**config.mk**
```make
export PLATFORM = sky130hd
export DESIGN_NAME = id_ex_stage
export DESIGN_NICKNAME = d
export VERILOG_FILES = /design/src/rtl/id_ex_stage.sv
export SDC_FILE = /design/constraint.sdc
export NUM_CORES = 1
export LEC_CHECK = 0
export BUFFER_PORTS_ARGS = -buffer_cell sky130_fd_sc_hd__buf_2
export CORE_AREA = 2 2 222 224
export DETAILED_ROUTE_END_ITERATION = 7
export DIE_AREA = 0 0 224 226
export PLACE_DENSITY = 0.46
export SLEW_MARGIN = 15
export SYNTH_ARGS = -nofsm -noshare
export SYNTH_HDL_FRONTEND = slang
export SYNTH_SLANG_ARGS = --single-unit
```
**constraint.sdc**
```tcl
create_clock -name Clk -period 2.53 [get_ports Clk]
set_clock_uncertainty 0.15 [all_clocks]
set_input_delay 0.506 -clock Clk [delete_from_list [all_inputs] [get_ports Clk]]
set_output_delay 0.506 -clock Clk [all_outputs]
set_load 0.005 [all_outputs]
```
**src/rtl/id_ex_stage.sv**
```systemverilog
// ---------------------------------------------------------------------------
// id_ex_stage
//   ID/EX pipeline register sitting directly after the control decoder.
//   Captures the decoded control word, register read data, immediate, PC and
//   register indices, and presents them to EX one cycle later. Detects a
//   load-use dependency against the load currently in EX, asks IF/ID to hold
//   (stall_o), and drops a bubble into EX. Control bits of bubbles and of
//   invalid ID slots are forced to zero so decoder don't-cares never reach EX.
//
//   Optional feature macro: LOAD_USE_HAZARD_EN
//     defined   : load-use detection and stall active
//     undefined : no hazard detection, stall_o tied low (flush still bubbles)
//
// Ports
//   Clk, Reset               clock, synchronous active-high reset
//   id_valid                 ID holds a real instruction
//   id_reg2loc               1 = second source is the Rt (id_rd) field
//   id_alusrc .. id_aluop    decoder control word
//   id_pc, id_rdata1/2, id_imm   DATA_W data from ID
//   id_rn, id_rm, id_rd      REG_AW register indices
//   flush                    branch taken downstream; kill the ID instruction
//   stall_o                  combinational hold request for PC and IF/ID
//   ex_valid, ex_<ctrl>, ex_<data>, ex_<index>   registered EX-side copies
// ---------------------------------------------------------------------------
// State table (per EX slot)
//   SLOT_EMPTY | bubble or invalid instruction in EX, controls all zero
//   SLOT_FULL  | real instruction in EX; if it is a load, hazard re-evaluated
// ---------------------------------------------------------------------------
module id_ex_stage #(
    parameter int DATA_W = 64,
    parameter int REG_AW = 5
) (
    input  logic              Clk,
    input  logic              Reset,
    input  logic              id_valid,
    input  logic              id_reg2loc,
    input  logic              id_alusrc,
    input  logic              id_mem2reg,
    input  logic              id_regwrite,
    input  logic              id_memread,
    input  logic              id_memwrite,
    input  logic              id_branch,
    input  logic              id_uncond,
    input  logic [3:0]        id_aluop,
    input  logic [DATA_W-1:0] id_pc,
    input  logic [DATA_W-1:0] id_rdata1,
    input  logic [DATA_W-1:0] id_rdata2,
    input  logic [DATA_W-1:0] id_imm,
    input  logic [REG_AW-1:0] id_rn,
    input  logic [REG_AW-1:0] id_rm,
    input  logic [REG_AW-1:0] id_rd,
    input  logic              flush,
    output logic              stall_o,
    output logic              ex_valid,
    output logic              ex_alusrc,
    output logic              ex_mem2reg,
    output logic              ex_regwrite,
    output logic              ex_memread,
    output logic              ex_memwrite,
    output logic              ex_branch,
    output logic              ex_uncond,
    output logic [3:0]        ex_aluop,
    output logic [DATA_W-1:0] ex_pc,
    output logic [DATA_W-1:0] ex_rdata1,
    output logic [DATA_W-1:0] ex_rdata2,
    output logic [DATA_W-1:0] ex_imm,
    output logic [REG_AW-1:0] ex_rn,
    output logic [REG_AW-1:0] ex_rm,
    output logic [REG_AW-1:0] ex_rd
);

    typedef enum logic {SLOT_EMPTY = 1'b0, SLOT_FULL = 1'b1} slot_e;

    // control word layout: {alusrc, mem2reg, regwrite, memread, memwrite,
    //                       branch, uncond, aluop[3:0]}
    localparam int CTRL_W      = 11;
    localparam int MEMREAD_BIT = 7;

    slot_e              slot_q, slot_d;
    logic [CTRL_W-1:0]  ctrl_q, ctrl_d;
    logic [DATA_W-1:0]  pc_q, pc_d;
    logic [DATA_W-1:0]  rdata1_q, rdata1_d;
    logic [DATA_W-1:0]  rdata2_q, rdata2_d;
    logic [DATA_W-1:0]  imm_q, imm_d;
    logic [REG_AW-1:0]  rn_q, rn_d;
    logic [REG_AW-1:0]  rm_q, rm_d;
    logic [REG_AW-1:0]  rd_q, rd_d;

    logic [CTRL_W-1:0]  id_ctrl;
    logic               haz;

    assign id_ctrl = {id_alusrc, id_mem2reg, id_regwrite, id_memread,
                      id_memwrite, id_branch, id_uncond, id_aluop};

`ifdef LOAD_USE_HAZARD_EN
    logic [REG_AW-1:0] src2;

    // Only a clean 1 selects Rt; an unknown reg2loc falls back to Rm.
    assign src2 = (id_reg2loc === 1'b1) ? id_rd : id_rm;

    // The zero register (all-ones index) is never a real producer.
    assign haz = id_valid && (slot_q == SLOT_FULL) && ctrl_q[MEMREAD_BIT]
              && (rd_q != {REG_AW{1'b1}})
              && ((id_rn == rd_q) || (src2 == rd_q));
`else
    logic unused_reg2loc;

    assign unused_reg2loc = id_reg2loc;
    assign haz            = 1'b0;
`endif

    assign stall_o = haz && !flush && !Reset;

    always_comb begin
        slot_d   = slot_q;
        ctrl_d   = ctrl_q;
        pc_d     = pc_q;
        rdata1_d = rdata1_q;
        rdata2_d = rdata2_q;
        imm_d    = imm_q;
        rn_d     = rn_q;
        rm_d     = rm_q;
        rd_d     = rd_q;
        if (flush || haz) begin
            // Bubble: data fields are don't-care, so they simply hold.
            slot_d = SLOT_EMPTY;
            ctrl_d = '0;
        end else begin
            slot_d   = id_valid ? SLOT_FULL : SLOT_EMPTY;
            ctrl_d   = id_valid ? id_ctrl : '0;
            pc_d     = id_pc;
            rdata1_d = id_rdata1;
            rdata2_d = id_rdata2;
            imm_d    = id_imm;
            rn_d     = id_rn;
            rm_d     = id_rm;
            rd_d     = id_rd;
        end
    end

    always_ff @(posedge Clk) begin
        if (Reset) begin
            slot_q   <= SLOT_EMPTY;
            ctrl_q   <= '0;
            pc_q     <= '0;
            rdata1_q <= '0;
            rdata2_q <= '0;
            imm_q    <= '0;
            rn_q     <= '0;
            rm_q     <= '0;
            rd_q     <= '0;
        end else begin
            slot_q   <= slot_d;
            ctrl_q   <= ctrl_d;
            pc_q     <= pc_d;
            rdata1_q <= rdata1_d;
            rdata2_q <= rdata2_d;
            imm_q    <= imm_d;
            rn_q     <= rn_d;
            rm_q     <= rm_d;
            rd_q     <= rd_d;
        end
    end

    assign ex_valid = (slot_q == SLOT_FULL);
    assign {ex_alusrc, ex_mem2reg, ex_regwrite, ex_memread,
            ex_memwrite, ex_branch, ex_uncond, ex_aluop} = ctrl_q;
    assign ex_pc     = pc_q;
    assign ex_rdata1 = rdata1_q;
    assign ex_rdata2 = rdata2_q;
    assign ex_imm    = imm_q;
    assign ex_rn     = rn_q;
    assign ex_rm     = rm_q;
    assign ex_rd     = rd_q;

endmodule
```
After elaboration in Yosys (flattened, before gate mapping) --
Cells that the tools add are included.
Word-level totals: input bits 287, register bits after elaboration 283
Cells by class: reductions and logical operators 2, multiplexer cells 1, bitwise gates (word level) 1
Operators by type and width (count):
- OR reduction 3 bit | 1
- OR reduction 2 bit | 1
- two-way mux 1 bit | 1
- inverter 1 bit | 1

Depth between registers and ports, before layout --
Gate-level depths: netlist of the first run.
depth in word-level cells 2, depth in mapped cells 5

Worst setup path after synthesis of the first run --
No wires, ideal clock.
path type input to register, start point input port flush, end point register imm_q[62], in the netlist ex_imm[62], stages 5, slack 1075 ps, data arrival time 1188 ps, library setup time 117 ps, buffers on the path 3, required time 2263 ps, path through buf_4 buf_6 buf_6 mux2i_1 nor2_1
RTL lines:
- from (decl) | line 52 | input logic flush,
- to (signal assigned) | line 158 | imm_q <= imm_d;
- to (decl) | line 84 | logic [DATA_W-1:0] imm_q, imm_d;

Worst setup path after layout of the first run --
start point register pc_q[63], in the netlist ex_pc[63], end point output port ex_pc[63]
RTL lines:
- from (decl) | line 81 | logic [DATA_W-1:0] pc_q, pc_d;
- from (signal assigned) | line 155 | pc_q <= pc_d;
- to (decl) | line 63 | output logic [DATA_W-1:0] ex_pc,
No word-level cell between the ends.

==> metrics.txt, run 1 <==
final net count about 1.7k; Hold Path Cell Cnt 2; Tmin final about 1.7 ns; largest cells by area after synthesis dfxtp_1, mux2i_1, nor2_1; register area 5670 um^2; vias per std cell 3.90; Fmax 585 MHz; Max-Cap Viols 0; Fin. Hold Viols 0; htree depth 2; flops & latches, synth 283; Commonest cells post-synth dfxtp_1, mux2i_1, nor2_1, buf_6, buf_2; Starting Density 20.5%; clock slew at reported path FFs 0.06 ns; Syn Inst Count 900; GR Overflow Total 0; Max VDD drop around 0.53 mV; Tot Pwr 10.8 mW; Die Y-Extent 226 um; Core Footprint between 40000 and 50000 um^2; R2R setup slack 1.67 ns; CP Buf/Inv Count 1; Port Buf Inserts 568; global placer's final weighted congestion about 0.76; worst hold start id_regwrite; Rows 81; crit-path cells buf_2; unrepaired setup endpoints after global routing false; actual slew at the worst max-slew pin roughly 0.87 ns; critical path class flip-flop to output pin; vias just over 8k; sequential fraction of the synthesis area ~57%; asr flop ratio synth 0%; drt pass-1 iters 6; status completed; TritonCTS buffer count 34; largest net degree at the start of global routing 141; residual DRC count 0; crit path launch type flip-flop; Crit path required time 1.87 ns; Tcrit/Tclk final between 60 and 70%; Area growth, synth to finish 44.8%; Ports around 570; post-cts sizing count 0; mapped cell area 9930 um^2; Hold Path Sink ctrl_q[8]$_SDFF_PP0_; CP Data Arrival Time between 1 and 1.5 ns; worst r2r src ex_pc[63]$_SDFFE_PP0N_; multi-input logic area 3810 um^2; TNS Setup 0 ns; EDFF count, synth 0; post-synth net total approximately 1.2k; die area 50600 um^2; routed len/inst 14.5 um; Critical R2R Capture ex_pc[63]$_SDFFE_PP0N_; dominant cell type by area after synthesis dfxtp_1; final setup fails 0; Hold Path Class primary input to flip-flop; filler-free cell count of the finished design 2104; CP max stage cell dfxtp_1; CTS sink count ~280; WL final just over 30000 um; Fill cells between 5k and 6k; count of different cell masters after synthesis 11; Worst-Skew Late Latency 0.51 ns; Leak ~7.7 nW; delay-heaviest family, CP flip-flops; CTS tree done; Max Root-Sink Buffers 3; Max-slew headroom 41.9%; die width 224 um; first-pass GRT wire length 44200 um; vias in the first global route 7834; PwrDens ~750 nW/um^2; CP peak stage delay 0.39 ns; All-Layer GR Usage 11.2%; Antenna Nets Post-Route 0; Critical Path Fanout Max 2; initial antenna violation count 6; Primary FF master, synth dfxtp_1; proportion of layout cells with a drive suffix above 1 between 40% and 50%; placed cell count 2039; Warnings, synthesis 0; DP Wirelength 22800 um; clock tree root buffer cell clkbuf_16; Avg Cell Area, Syn about 11 um^2; Max Slew Vio Count 0; most frequent cell after synthesis dfxtp_1; Initial DRC Count 209; post-synth top area share 57.1%; worst r2r path cells 2; Worst setup EP type output pin
==> kinds of logic (layout without fill, tap and decap cells) <==
kind of cell / Yosys count / count (layout) / share of synthesized area [%]
multiplexers: 271 / 271 / 27.3
buffers and inverters: 62 / 639 / 4.56
flip-flops: 283 / 283 / 57.1
other: 1 / 6 / 0.0378
AND/OR/NAND/NOR: 283 / 283 / 11.0
==> layer usage <==
metal	wire (um)	vias up	global-route usage [%]
met5	27	-	0
met3	2800	50	4.58
met1	11700	3741	12.1
met2	15300	339	19.3
li1	-	4075	-
met4	762	4	4.37
==> power breakdown <==
part	switching, mW	internal, mW
Sequential	0.123	4.72
Combinational	0.540	0.595
Clock	1.88	2.91
Total	2.54	8.22
==> cell usage in the layout (no fill, tap or decap), drive strengths merged <==
master / n
and2: 11
buf: 578
bufinv: 1
clkbuf: 53
clkinv: 5
clkinvlp: 1
conb: 1
dfxtp: 283
diode: 5
dlygate4sd3: 1
mux2i: 271
nor2: 271
nor3b: 1
==> metrics by stage <==
stage          area, um^2  setup slack [ns]  utilization [%]  hold WS [ns]
6_report            14400             0.820             29.7        0.0395
3_5_place_dp        13300             0.501             27.4         0.328
3_3_place_gp        13300             0.486             27.4         0.319
5_1_grt             14400             0.763             29.7       0.00853
4_1_cts             14400             0.760             29.7      0.000704
2_1_floorplan        9930              1.07                -         0.338
==> cell type report <==
| class | instances | area share (%) |
|---|---|---|
| flip-flops and latches | 283 | 39.4 |
| clock buffers | 52 | 7.18 |
| well taps | 622 | 5.41 |
| multi-input cells | 555 | 26.5 |
| diodes | 5 | 0.0870 |
| clock inverters | 7 | 0.435 |
| repair buffers | 580 | 21.0 |
==> worst max path at each step <==
stage	startpoint	endpoint	slack, ns	cells after the start
after global routing	ex_pc[63]$_SDFFE_PP0N_	ex_pc[63]	0.76	1
after detailed placement	flush	ctrl_q[0]$_SDFF_PP0_	0.50	3
final	ex_pc[63]$_SDFFE_PP0N_	ex_pc[63]	0.82	1
after CTS	ex_pc[63]$_SDFFE_PP0N_	ex_pc[63]	0.76	1
after global placement	flush	ctrl_q[0]$_SDFF_PP0_	0.49	3
after floorplan	flush	ex_imm[62]$_SDFFE_PP0N_	1.07	5
==> state kept, by name, indices dropped and copies added, names as in the netlist, 5 cells and up <==
register	count
ex_imm	64
ex_pc	64
ex_rdata1	64
ex_rdata2	64
ctrl_q	11
ex_rd	5
ex_rm	5
ex_rn	5
==> timing repair <==
item                                   in CTS  in global routing
setup buffers                               0                  0
hold buffers                                1                  0
endpoints found under the hold margin       1                  0
Power figures use the tool's default switching activity.
==> inputs of run 2 (changes only) <==
--- a/config.mk
+++ b/config.mk
@@ -5,11 +5,12 @@
 export SDC_FILE = /design/constraint.sdc
 export NUM_CORES = 1
 export LEC_CHECK = 0
+export ABC_AREA = 1
 export BUFFER_PORTS_ARGS = -buffer_cell sky130_fd_sc_hd__buf_2
-export CORE_AREA = 2 2 222 224
+export CORE_AREA = 2 2 223 225
 export DETAILED_ROUTE_END_ITERATION = 7
-export DIE_AREA = 0 0 224 226
-export PLACE_DENSITY = 0.46
+export DIE_AREA = 0 0 225 227
+export PLACE_DENSITY = 0.48
 export SLEW_MARGIN = 15
 export SYNTH_ARGS = -nofsm -noshare
 export SYNTH_HDL_FRONTEND = slang
==> constraint.sdc (replaced) <==
create_clock -name Clk -period 1.73 [get_ports Clk]
set_clock_uncertainty 0.15 [all_clocks]
set_input_delay 0.346 -clock Clk [delete_from_list [all_inputs] [get_ports Clk]]
set_output_delay 0.346 -clock Clk [all_outputs]
set_load 0.005 [all_outputs]
==> metrics.txt, run 2 <==
CP max stage cell dfxtp_1; Max Slew Vio Count 0 (unchanged); Antenna Cells 0 (-5); vias per std cell 3.85 (-1.4%); placed cell count 2890 (+42%); htree depth 2 (unchanged); sw frac 25.5% (+1.9 points); Ports 571 (unchanged); final setup fails 0 (unchanged); largest net degree at the start of global routing 60 (-57%); Hold Path Sink ex_imm[45]$_SDFFE_PP0N_; most frequent cells in the layout buf_2, nor2_1, nand2_1; crit path launch type flip-flop; Primary FF master, synth dfxtp_1; WHS 0.144 ns (+0.104 ns); die width 225 um (+0.45%); clock tree root buffer cell clkbuf_16; Fmax 663 MHz; Rows 81 (unchanged); Avg Cell Area, Syn 6.44 um^2 (-42%); count of different cell masters after synthesis 9 (-2); Port Buf Inserts 568 (unchanged); vias 12.4k (+52%); TritonCTS buffer count 37 (+8.8%); Hold Path Class primary input to flip-flop; Max-Cap Viols 0 (unchanged); Crit path required time 1.23 ns (-0.64 ns); NetSw 4.38 mW (+72%); dominant cell type by area after synthesis dfxtp_1; asr flop ratio synth 0% (unchanged); CP peak stage delay 0.34 ns (-0.05 ns); sequential fraction of the synthesis area 50.1% (-7.0 points); proportion of layout cells with a drive suffix above 1 25.3% (-17 points); Warnings, synthesis 0 (unchanged); clock slew at reported path FFs 0.06 ns (about the same); GR Overflow Total 0 (unchanged); Commonest cells post-synth nor2_1, nand2_1, dfxtp_1, inv_1, buf_2; Int Pwr 12.8 mW (+56%); unrepaired setup endpoints after global routing false; crit-path cells buf_2; worst r2r src ex_pc[37]$_SDFFE_PP0N_; worst hold start Reset; status completed; Max Root-Sink Buffers 3 (unchanged); Worst setup EP type output pin; Tmin final approximately 1.5 ns; worst r2r path cells 4 (+2); first-pass GRT wire length 58800 um (+33%); Critical R2R Capture ex_pc[37]$_SDFFE_PP0N_; flops & latches, synth 283 (unchanged); power share of the clock group 42.5% (-2.0 points); CP Buf/Inv Count 1 (unchanged); final net count 2876 (+65%); DP Wirelength 26900 um (+18%); commonest non-fill, non-tap cell in the layout buf_2; global placer's final weighted congestion 0.772 (+1.3%); routed len/inst 11.7 um (-19%); post-synth net total 2043 (+72%); TNS Setup 0 ns (unchanged); residual DRC count 0 (unchanged); mapped cell area 11300 um^2 (+14%); WL final 38000 um (+24%); Worst-Skew Late Latency 0.52 ns (about the same); critical path class flip-flop to output pin; post-synth top area share 50.1% (-7.0 points); CP Data Arrival Time 1.01 ns (-0.04 ns); Post-CTS Hold Fix Bufs 282 (+281); Core Footprint 48500 um^2 (+0.42%); drt pass-1 iters 4 (-2); Syn Inst Count 1756 (+95%); Area growth, synth to finish 67.5%; Initial DRC Count 488 (+130%); PwrDens 909 nW/um^2 (+21%); Fin. Hold Viols 0 (unchanged); Max VDD drop 0.666 mV (+25%); R2R setup slack 0.91 ns (-0.76 ns); post-cts sizing count 0 (unchanged); die area 51100 um^2 (+0.89%); Hold Path Cell Cnt 4 (+2); initial antenna violation count 0 (-6); Tcrit/Tclk final 87.2%; CTS tree done; combinational share of power 15.7% (+5.2 points); Fill cells 5072 (-1.8%); filler-free cell count of the finished design 3236 (+54%); fraction of power consumed by sequential logic 41.8% (-3.2 points); largest cells by area after synthesis dfxtp_1, nor2_1, nand2_1; Starting Density 23.3% (+2.8 points); EDFF count, synth 0 (unchanged); vias in the first global route 11.9k (+52%); Die Y-Extent 227 um (+0.44%); Post-CTS Setup Inserts 0 (unchanged); CTS sink count 283 (unchanged); most frequent cell after synthesis nor2_1; Antenna Nets Post-Route 0 (unchanged); All-Layer GR Usage 14.1% (+2.9 points); delay-heaviest family, CP flip-flops; Leak 10.4 nW (+36%); Critical Path Fanout Max 2 (unchanged)
==> run 2: cell type report <==
cell class / instances / area (um^2) / area share, %
timing repair buffer: 885 / 6140 / 32.4
tap: 622 / 778 / 4.11
clock buffer: 56 / 1120 / 5.90
clock inverter: 8 / 46.3 / 0.244
sequential: 283 / 5670 / 29.9
inverter: 284 / 1070 / 5.67
multi-input combinational: 1098 / 4120 / 21.8
==> run 2: how the worst max path moves through the flow <==
stage	from	end	cells past startpoint	slack (ns)
detailed placement	Reset	ex_imm[63]$_SDFFE_PP0N_	5	0.25
finish	ex_pc[57]$_SDFFE_PP0N_	ex_pc[57]	1	0.22
CTS	ex_rdata1[25]$_SDFFE_PP0N_	ex_rdata1[25]	1	0.15
global placement	Reset	ex_rm[2]$_SDFFE_PP0N_	5	0.29
global route	ex_rdata1[25]$_SDFFE_PP0N_	ex_rdata1[25]	1	0.14
floorplan	flush	ex_pc[0]$_SDFFE_PP0N_	5	0.54
==> run 2: kinds of logic (layout without fill, tap and decap cells) <==
group / after synthesis / in the layout / synth area share (%)
buffers and inverters: 375 / 1233 / 13.5
DFF: 283 / 283 / 50.1
other: 1 / 1 / 0.0332
and+or+nand+nor: 1097 / 1097 / 36.4
==> run 2: metal layers <==
layer | vias up | GRT usage (%) | share of wire [%]
li1 | 6612 | - | -
met1 | 5379 | 15.5 | 40
met2 | 367 | 25.0 | 49
met3 | 91 | 4.35 | 7.7
met4 | 0 | 6.39 | 3.7
met5 | - | 0 | 0
==> run 2: through the flow <==
step	setup slack, ns	power (mW)	instance area (um^2)	util (%)
after CTS	0.151	17.5	18900	39.0
after floorplan	0.536	8.41	11300	-
after global placement	0.286	9.48	15000	30.8
after detailed placement	0.249	9.53	15000	30.8
final	0.222	17.2	18900	39.0
after global routing	0.145	18.2	18900	39.0
==> run 2: tightest hold or removal path: stages <==
cell and delay [ns]:
buf_2 0.14, inv_8 0.13, nand2_1 0.10, nor2_1 0.03
==> run 2: power groups by stage <==
| stage | Combinational [mW] | Sequential [mW] | Clock, mW |
|---|---|---|---|
| after global routing | 3.06 | 7.24 | 7.88 |
| after global placement | 2.17 | 7.30 | 0 |
| final | 2.70 | 7.19 | 7.32 |
| after floorplan | 1.04 | 7.37 | 0 |
| after CTS | 2.73 | 7.19 | 7.63 |
| after detailed placement | 2.20 | 7.33 | 0 |
==> inputs of run 3 (changes only) <==
--- a/config.mk
+++ b/config.mk
@@ -6,12 +6,11 @@
 export NUM_CORES = 1
 export LEC_CHECK = 0
 export ABC_AREA = 1
-export BUFFER_PORTS_ARGS = -buffer_cell sky130_fd_sc_hd__buf_2
 export CORE_AREA = 2 2 223 225
 export DETAILED_ROUTE_END_ITERATION = 7
 export DIE_AREA = 0 0 225 227
-export PLACE_DENSITY = 0.48
-export SLEW_MARGIN = 15
+export DONT_BUFFER_PORTS = 1
+export PLACE_DENSITY = 0.38
 export SYNTH_ARGS = -nofsm -noshare
 export SYNTH_HDL_FRONTEND = slang
 export SYNTH_SLANG_ARGS = --single-unit
==> constraint.sdc (replaced) <==
create_clock -name Clk -period 1.8 [get_ports Clk]
set_clock_uncertainty 0.15 [all_clocks]
set_input_delay 0.36 -clock Clk [delete_from_list [all_inputs] [get_ports Clk]]
set_output_delay 0.36 -clock Clk [all_outputs]
set_load 0.005 [all_outputs]
==> metrics.txt, run 3 <==
mapped cell area 11300 um^2 (unchanged); post-cts sizing count 0 (unchanged); sequential fraction of the synthesis area 50.1% (unchanged); Ports 571 (unchanged); Avg Cell Area, Syn 6.44 um^2 (unchanged); dominant cell type by area after synthesis dfxtp_1; EDFF count, synth 0 (unchanged); htree depth 2 (unchanged); Die Y-Extent 227 um (unchanged); post-synth top area share 50.1% (unchanged); Post-CTS Setup Inserts 0 (unchanged); CTS sink count 283 (unchanged); Rows 81 (unchanged); Syn Inst Count 1756 (unchanged); Primary FF master, synth dfxtp_1; Port Buf Inserts 0 (-100%); most frequent cell after synthesis nor2_1; TritonCTS buffer count 35 (-5.4%); Max Root-Sink Buffers 3 (unchanged); Error [ERROR RSZ-0060] Max buffer count reached.; Starting Density 23.3% (unchanged); Post-CTS Hold Fix Bufs 472 (+67%); asr flop ratio synth 0% (unchanged); Commonest cells post-synth nor2_1, nand2_1, dfxtp_1, inv_1, buf_2; post-synth net total 2043 (unchanged); flops & latches, synth 283 (unchanged); die width 225 um (unchanged); DP Wirelength 24800 um (-7.8%); global placer's final weighted congestion 0.770 (-0.19%); count of different cell masters after synthesis 9 (unchanged); Warnings, synthesis 0 (unchanged); last step reached clock tree synthesis (4_1_cts); clock tree root buffer cell clkbuf_16; largest cells by area after synthesis dfxtp_1, nor2_1, nand2_1; status aborted with a tool error
[run 3: cell counts after synthesis]
No cell type changed its count.
[run 3: stage by stage]
stage               utilization (%)  hold slack [ns]  cells  area (um^2)  setup WS (ns)
floorplan                         -            0.322   1756        11300          0.592
global placement               24.3            0.325   2299        11800          0.431
detailed placement             24.3            0.327   2299        11800          0.421
[run 3: kinds of logic after synthesis]
family / Yosys count / synth area share [%]
buffers and inverters: 375 / 13.5
other: 1 / 0.0332
flip-flops: 283 / 50.1
AND/OR/NAND/NOR: 1097 / 36.4
==> inputs of run 4 (changes only) <==
--- a/config.mk
+++ b/config.mk
@@ -10,7 +10,7 @@
 export DETAILED_ROUTE_END_ITERATION = 7
 export DIE_AREA = 0 0 225 227
 export DONT_BUFFER_PORTS = 1
-export PLACE_DENSITY = 0.38
+export PLACE_DENSITY_LB_ADDON = 0.15
 export SYNTH_ARGS = -nofsm -noshare
 export SYNTH_HDL_FRONTEND = slang
 export SYNTH_SLANG_ARGS = --single-unit
==> metrics.txt, run 4 <==
sequential fraction of the synthesis area 50.1% (unchanged); clock tree root buffer cell clkbuf_16; Post-CTS Setup Inserts 0 (unchanged); Port Buf Inserts 0 (unchanged); Avg Cell Area, Syn 6.44 um^2 (unchanged); Syn Inst Count 1756 (unchanged); Commonest cells post-synth nor2_1, nand2_1, dfxtp_1, inv_1, buf_2; most frequent cell after synthesis nor2_1; Primary FF master, synth dfxtp_1; status aborted with a tool error; TritonCTS buffer count 36 (+2.9%); dominant cell type by area after synthesis dfxtp_1; post-synth top area share 50.1% (unchanged); count of different cell masters after synthesis 9 (unchanged); post-cts sizing count 0 (unchanged); Error [ERROR RSZ-0060] Max buffer count reached.; Post-CTS Hold Fix Bufs 473 (+0.21%); Setup WS pre-CTS 0.444 ns (+0.0234 ns); mapped cell area 11300 um^2 (unchanged); Warnings, synthesis 0 (unchanged); post-synth net total 2043 (unchanged); CTS sink count 283 (unchanged); Die Y-Extent 227 um (unchanged); Rows 81 (unchanged); Max Root-Sink Buffers 3 (unchanged); Starting Density 23.3% (unchanged); asr flop ratio synth 0% (unchanged); flops & latches, synth 283 (unchanged); placed cell count 2297 (-0.087%); EDFF count, synth 0 (unchanged); htree depth 2 (unchanged); Ports 571 (unchanged); global placer's final weighted congestion 0.735 (-4.6%); largest cells by area after synthesis dfxtp_1, nor2_1, nand2_1; die width 225 um (unchanged); last step reached clock tree synthesis (4_1_cts); DP Wirelength 24500 um (-1.1%)
==> run 4: cell counts after synthesis <==
No cell type changed its count.
==> run 4: metrics by stage <==
step / util (%) / hold slack [ns] / instance area (um^2)
after floorplan: - / 0.322 / 11300
after global placement: 24.3 / 0.325 / 11800
after detailed placement: 24.3 / 0.329 / 11800
==> run 4: cells by family after synthesis <==
group	Yosys count	synth area share, %
simple gates	1097	36.4
buf+inv	375	13.5
flops	283	50.1
other cells	1	0.0332
